--- src/rtl/tx_align_pattern_gen.sv ---
// Transmit-side bit-alignment companion: emits training bursts, user data or idle words as P/~N pairs.
// Define TX_PRBS7_EN to source training words from a PRBS7 LFSR instead of the fixed alternating pattern.
module tx_align_pattern_gen #(
   parameter int         TRAIN_WORDS   = 1024,
   parameter logic [7:0] TRAIN_PATTERN = 8'hB4,
   parameter logic [7:0] IDLE_WORD     = 8'h9C
) (
   input  logic        clk160,
   input  logic        totalCounterResetb_manual,
   input  logic        tx_enable,
   input  logic        train_req,
   input  logic        train_continuous,
   input  logic        err_inject,
   input  logic        reset_counters,
   input  logic [7:0]  s_data,
   input  logic        s_valid,
   output logic        s_ready,
   output logic [7:0]  D_IN_P,
   output logic [7:0]  D_IN_N,
   output logic        training_active,
   output logic        train_done,
   output logic [15:0] words_sent
);
   localparam int               CNT_W    = $clog2(TRAIN_WORDS) + 1;
   localparam logic [CNT_W-1:0] CNT_LOAD = CNT_W'(TRAIN_WORDS - 1);

   typedef enum logic [1:0] {ST_OFF, ST_IDLE, ST_TRAIN, ST_DONE} state_t;

   state_t           state;
   logic [2:0]       req_sr;
   logic [CNT_W-1:0] cnt;
   logic             req_rise;
   logic             going_off;
   logic             train_start;
   logic             train_end;
   logic             inject;
   logic [7:0]       start_word;
   logic [7:0]       cont_word;
   logic [7:0]       p_next;

   function automatic logic [15:0] sat_inc(input logic [15:0] v);
      return (v == 16'hFFFF) ? v : v + 16'd1;
   endfunction

   assign req_rise    = (req_sr[2:1] == 2'b01);
   assign going_off   = !tx_enable || (state == ST_OFF);
   assign train_start = req_rise && tx_enable && ((state == ST_IDLE) || (state == ST_TRAIN));
   assign train_end   = (state == ST_TRAIN) && !req_rise && (cnt == '0) && !train_continuous;
   assign s_ready     = tx_enable && (state == ST_IDLE) && !req_rise;
   assign inject      = err_inject && !going_off;

`ifdef TX_PRBS7_EN
   logic [6:0]  lfsr;
   logic [14:0] prbs_seed;
   logic [14:0] prbs_cont;

   // Returns {word, next LFSR state}; the first bit shifted out lands in word[7].
   function automatic logic [14:0] prbs7_word(input logic [6:0] seed);
      logic [6:0] s;
      logic [7:0] w;
      s = seed;
      w = '0;
      for (int i = 0; i < 8; i++) begin
         w = {w[6:0], s[6]};
         s = {s[5:0], s[6] ^ s[5]};
      end
      return {w, s};
   endfunction

   assign prbs_seed  = prbs7_word(7'h7F);
   assign prbs_cont  = prbs7_word(lfsr);
   assign start_word = prbs_seed[14:7];
   assign cont_word  = prbs_cont[14:7];

   always_ff @(posedge clk160 or negedge totalCounterResetb_manual) begin
      if (!totalCounterResetb_manual)
         lfsr <= 7'h7F;
      else if (train_start)
         lfsr <= prbs_seed[6:0];
      else if ((state == ST_TRAIN) && !going_off)
         lfsr <= prbs_cont[6:0];
   end
`else
   logic odd;

   assign start_word = TRAIN_PATTERN;
   assign cont_word  = odd ? ~TRAIN_PATTERN : TRAIN_PATTERN;

   always_ff @(posedge clk160 or negedge totalCounterResetb_manual) begin
      if (!totalCounterResetb_manual)
         odd <= 1'b0;
      else if (train_start)
         odd <= 1'b1;
      else if ((state == ST_TRAIN) && !going_off)
         odd <= ~odd;
   end
`endif

   // A training request outranks a data word offered in the same cycle.
   always_comb begin
      p_next = 8'h00;
      if (!going_off) begin
         case (state)
            ST_IDLE:  p_next = train_start ? start_word : (s_valid ? s_data : IDLE_WORD);
            ST_TRAIN: p_next = train_start ? start_word : (train_end ? IDLE_WORD : cont_word);
            default:  p_next = IDLE_WORD;
         endcase
      end
   end

   always_ff @(posedge clk160 or negedge totalCounterResetb_manual) begin
      if (!totalCounterResetb_manual) begin
         state           <= ST_OFF;
         req_sr          <= 3'b000;
         cnt             <= '0;
         D_IN_P          <= 8'h00;
         D_IN_N          <= 8'hFF;
         training_active <= 1'b0;
         train_done      <= 1'b0;
         words_sent      <= 16'h0000;
      end else begin
         req_sr          <= {req_sr[1:0], train_req};
         D_IN_P          <= p_next;
         D_IN_N          <= ~p_next ^ {7'b0, inject};
         training_active <= 1'b0;
         train_done      <= 1'b0;

         if (reset_counters)
            words_sent <= 16'h0000;
         else if (s_valid && s_ready)
            words_sent <= sat_inc(words_sent);

         if (!tx_enable) begin
            state <= ST_OFF;
         end else begin
            case (state)
               ST_OFF: state <= ST_IDLE;
               ST_IDLE: begin
                  if (train_start) begin
                     state           <= ST_TRAIN;
                     cnt             <= CNT_LOAD;
                     training_active <= 1'b1;
                  end
               end
               ST_TRAIN: begin
                  if (train_start) begin
                     cnt             <= CNT_LOAD;
                     training_active <= 1'b1;
                  end else if (train_end) begin
                     state      <= ST_DONE;
                     train_done <= 1'b1;
                  end else begin
                     if (cnt != '0)
                        cnt <= cnt - 1'b1;
                     training_active <= 1'b1;
                  end
               end
               default: state <= ST_IDLE;
            endcase
         end
      end
   end

endmodule

--- config.mk ---
export PLATFORM = sky130hd
export DESIGN_NAME = tx_align_pattern_gen
export DESIGN_NICKNAME = d
export VERILOG_FILES = /design/src/rtl/tx_align_pattern_gen.sv
export SDC_FILE = /design/constraint.sdc
export NUM_CORES = 1
export LEC_CHECK = 0
export CAP_MARGIN = 20
export CELL_PAD_IN_SITES_DETAIL_PLACEMENT = 1
export CELL_PAD_IN_SITES_GLOBAL_PLACEMENT = 1
export CORE_MARGIN = 2
export CORE_UTILIZATION = 25
export DETAILED_ROUTE_END_ITERATION = 10
export GPL_TIMING_DRIVEN = 0
export PLACE_DENSITY = 0.61
export SYNTH_ARGS = -nofsm -noshare
export SYNTH_HDL_FRONTEND = slang
export SYNTH_SLANG_ARGS = --single-unit
--- constraint.sdc ---
create_clock -name clk160 -period 2.7 [get_ports clk160]
set_clock_uncertainty 0.05 [all_clocks]
set_input_delay 0.81 -clock clk160 [delete_from_list [all_inputs] [get_ports clk160]]
set_output_delay 0.81 -clock clk160 [all_outputs]
set_load 0.02 [all_outputs]
==> results summary <==
The post-synth design cell area is around 2500 um2. The number of buffers added by the clock tree synthesis step is 5. The pin count of the biggest net entering global routing came out at 32. The root buffer cell is sky130_fd_sc_hd__clkbuf_8.

Setup violations remaining at the end of the flow were counted as 0. TritonCTS built the clock tree. The total wire length came out at 6.73 mm.

STA classifies the critical path startpoint as a flop. Synthesis produced a netlist whose cell count is 260. The placer congestion estimate came out at 0.749. The run finished with clean final reports. The maximum level of the CTS H-tree came out at 2. The floorplan die area is 11000 um2.

The initialized floorplan defines 36 standard-cell rows. After synthesis, the mean cell area works out to 9.79 um2. The total DRC errors in the routed layout came out at 0. The global route total overflow came out at 0. The clock-pin slew of the registers on the worst-case setup and hold paths came out at 0.10 ns. The maximum fanout count along the critical path came out at 9. On the final layout, the worst hold slack is roughly 0.31 ns.

The wire length of the first global-routing pass is 11.3 mm. Counting every net in the synthesized netlist gives 282. Cell internal power was estimated by the tool at 1.58 mW. The longest clock path from root to sink contains 2 buffers. Leaving out fill and tap cells, the most frequent cell in the layout is sky130_fd_sc_hd__clkdlybuf4s50_1. The relative max-transition margin is 0.469.

The total number of yosys warnings came out at 0. The number of register bits inferred by synthesis is 51. The initial core utilization is 0.259. The area after detailed placement came out at 3220 um2.

The repair_antennas step left the layout with diodes totalling 0. The fraction of layout cells with a size suffix above 1 is 0.148. Input and output buffers added on the ports amount to 49. The layout overhead on the synthesized area is 35.6%.

The data required time at the worst endpoint is around 2.9 ns. The max-slew violation total from the final report is 0. For this run, asynchronously set or reset flops after synthesis account for 1.00. The slew at the pin closest to its max-slew limit came out at about 0.8 ns. The average wire per cell in the routed design came out at 14.7 um.

The worst slack at placement is -0.616 ns. The clock insertion delay at the later pin of the skew report is 0.31 ns. The count of nets left with antenna violations after detail routing is 0. The switching component of the power came out at 0.778 mW. In the layout the commonest cells are 47 x sky130_fd_sc_hd__clkdlybuf4s50_1, 43 x sky130_fd_sc_hd__dfrtp_1, 35 x sky130_fd_sc_hd__nand2_1, 21 x sky130_fd_sc_hd__nor2_1, 15 x sky130_fd_sc_hd__o21ai_0. The number of hold buffers added after CTS came out at 0.

The final core utilization is 0.352. The largest vdd supply drop is between 0.2 and 0.3 mV. Dividing the detail-routed via count by the number of cells gives 4.70. The iteration count of the initial detailed-routing pass is 4. The number of hold-slack violations in the final timing report was 0. The final critical-path setup slack is about 0.12 ns. Data arrives at the worst endpoint at 2.72 ns. The net count of the finished layout is 346. The core region is between 9000 and 10000 um2.

The die width came out at 105 um. Yosys mapped a number of flops with a built-in enable equal to 0. 51 I/O pins were placed. The via count of the first global-routing pass is 2229. For this design the ratio of total power to cell area is 683 nW/um2. The count of filler cells inserted in the layout came out at 1156. The time the final worst path needs with I/O delays and setup is 2.58 ns. In the final layout, flip-flops and latches occupy 1290 um2.

The total power after layout came out at 2.36 mW. Once layout is done, the placed cells without fillers occupy 3450 um2. The area of the multi-input gates is 1210 um2. The endpoint class of the critical path is a flop.

The tightest min-delay check is of the reg2reg type. The clock net sink count came out at 51. The sequential power share is 0.388.

After the flow finishes, the layout carries non-filler instances totaling 458. Of the total power, the clock network draws 0.272. Based on the critical path, the design can be clocked at up to roughly 0.39 GHz. The power share of the combinational group is 0.340.

The number of unique standard cell types used by synthesis came out at 47. The switching portion of total power is 0.330. For the final routed database, the setup TNS stands at 0 ns. The global-route usage over all layers came out at 0.127. The total vias in the final route came out at 2154.

The number of antenna violations at the first check in global routing is 0. The post-route clock period utilization is 0.954. The sequential-to-total area share from yosys stat is 0.505. The critical path is of the reg2reg type. The initial DRC count came out at 72. The leakage power summed over all cells came out at 1.36 nW. The total of max-cap violations came out at 0. In the synthesized netlist the dominant register cell turns out to be sky130_fd_sc_hd__dfrtp_1. Setup repair after global routing left no endpoint under its margin. Once detailed placement completed, the half-perimeter wirelength came to between 4 and 5 mm. The count of placed standard cells including taps came out at 443. The die height is between 100 and 150 um.
==> area by class of cell <==
type | instances | share of cell area
Buffer | 10 | 0.0159
Clock buffer | 5 | 0.0199
Clock inverter | 3 | 0.0196
Inverter | 8 | 0.00870
Multi-Input combinational cell | 190 | 0.349
Sequential cell | 51 | 0.373
Tap cell | 133 | 0.0482
Timing Repair Buffer | 58 | 0.166
==> power by group through the flow <==
stage	registers (mW)	clock network, mW	logic (mW)
after floorplan	1.00	0	0.401
after global placement	0.927	0	0.750
after detailed placement	0.932	0	0.776
after CTS	0.919	0.661	0.787
after global routing	0.926	0.697	0.892
final	0.914	0.642	0.802
==> cell families (layout without fill, tap and decap cells) <==
kind of cell / after synthesis / after routing / synth area share
multiplexers: 6 / 6 / 0.0241
AND/OR/NAND/NOR: 117 / 117 / 0.242
flip-flops: 51 / 51 / 0.505
XOR/XNOR: 13 / 13 / 0.0447
AO/OA/AOI/OAI: 48 / 48 / 0.122
adder cells (fa/ha/maj): 6 / 6 / 0.0295
buffers and inverters: 19 / 84 / 0.0320
==> path summary, 6_finish.rpt <==
kind                                                start             to  slack, ns  cells past startpoint
worst max-delay path                               cnt[0]      D_IN_P[5]       0.12                      8
worst min-delay path                            req_sr[0]      req_sr[1]       0.31                      0
worst max register to register                     cnt[0]      D_IN_P[5]       0.12                      8
worst min register to register                  req_sr[0]      req_sr[1]       0.31                      0
max in group asynchronous       totalCounterResetb_manual      D_IN_N[0]       1.41                      2
min in group asynchronous       totalCounterResetb_manual  words_sent[5]       0.53                      1
==> cell usage after synthesis, types with 5 or more instances <==
| cell type | instances | area (um2) |
|---|---|---|
| sky130_fd_sc_hd__dfrtp_1 | 43 | 1080 |
| sky130_fd_sc_hd__nand2_1 | 35 | 131 |
| sky130_fd_sc_hd__nor2_1 | 21 | 78.8 |
| sky130_fd_sc_hd__o21ai_0 | 16 | 80.1 |
| sky130_fd_sc_hd__a21oi_1 | 12 | 60.1 |
| sky130_fd_sc_hd__xor2_1 | 12 | 105 |
| sky130_fd_sc_hd__dfstp_2 | 8 | 210 |
| sky130_fd_sc_hd__inv_1 | 8 | 30.0 |
| sky130_fd_sc_hd__clkbuf_1 | 7 | 26.3 |
| sky130_fd_sc_hd__nand3_1 | 7 | 35.0 |
| sky130_fd_sc_hd__nand4_1 | 7 | 43.8 |
| sky130_fd_sc_hd__or3_1 | 7 | 43.8 |
| sky130_fd_sc_hd__ha_1 | 6 | 75.1 |
| sky130_fd_sc_hd__nor2b_1 | 6 | 37.5 |
| sky130_fd_sc_hd__mux2i_1 | 5 | 50.1 |
| sky130_fd_sc_hd__or4_1 | 5 | 37.5 |
==> critical path, stage by stage (launching register included) <==
cell and delay, ns:
sky130_fd_sc_hd__dfrtp_1 0.41, sky130_fd_sc_hd__inv_2 0.07, sky130_fd_sc_hd__ha_2 0.18, sky130_fd_sc_hd__or4b_4 0.47
sky130_fd_sc_hd__or3_4 0.40, sky130_fd_sc_hd__or3_1 0.34, sky130_fd_sc_hd__buf_6 0.14, sky130_fd_sc_hd__a32o_2 0.26
sky130_fd_sc_hd__and2_1 0.15
==> state kept, by name (all words and copies together) (netlist names) <==
signal	flops
D_IN_N	8
train_done	1
odd	1
training_active	1
state	2
D_IN_P	8
cnt	11
req_sr	3
words_sent	16
==> routing by layer <==
layer	global-route usage	routed length (um)	vias to the layer above
li1	-	-	1044
met1	0.165	3150	1073
met2	0.216	3290	31
met3	0.0262	216	6
met4	0.0314	73	0
met5	0	0	-
==> repair_timing <==
item	CTS	global route
resized for setup	11	8
pin swaps	1	1
setup buffers	0	8
endpoints found under the setup margin	14	15
Power figures use the tool's default switching activity.
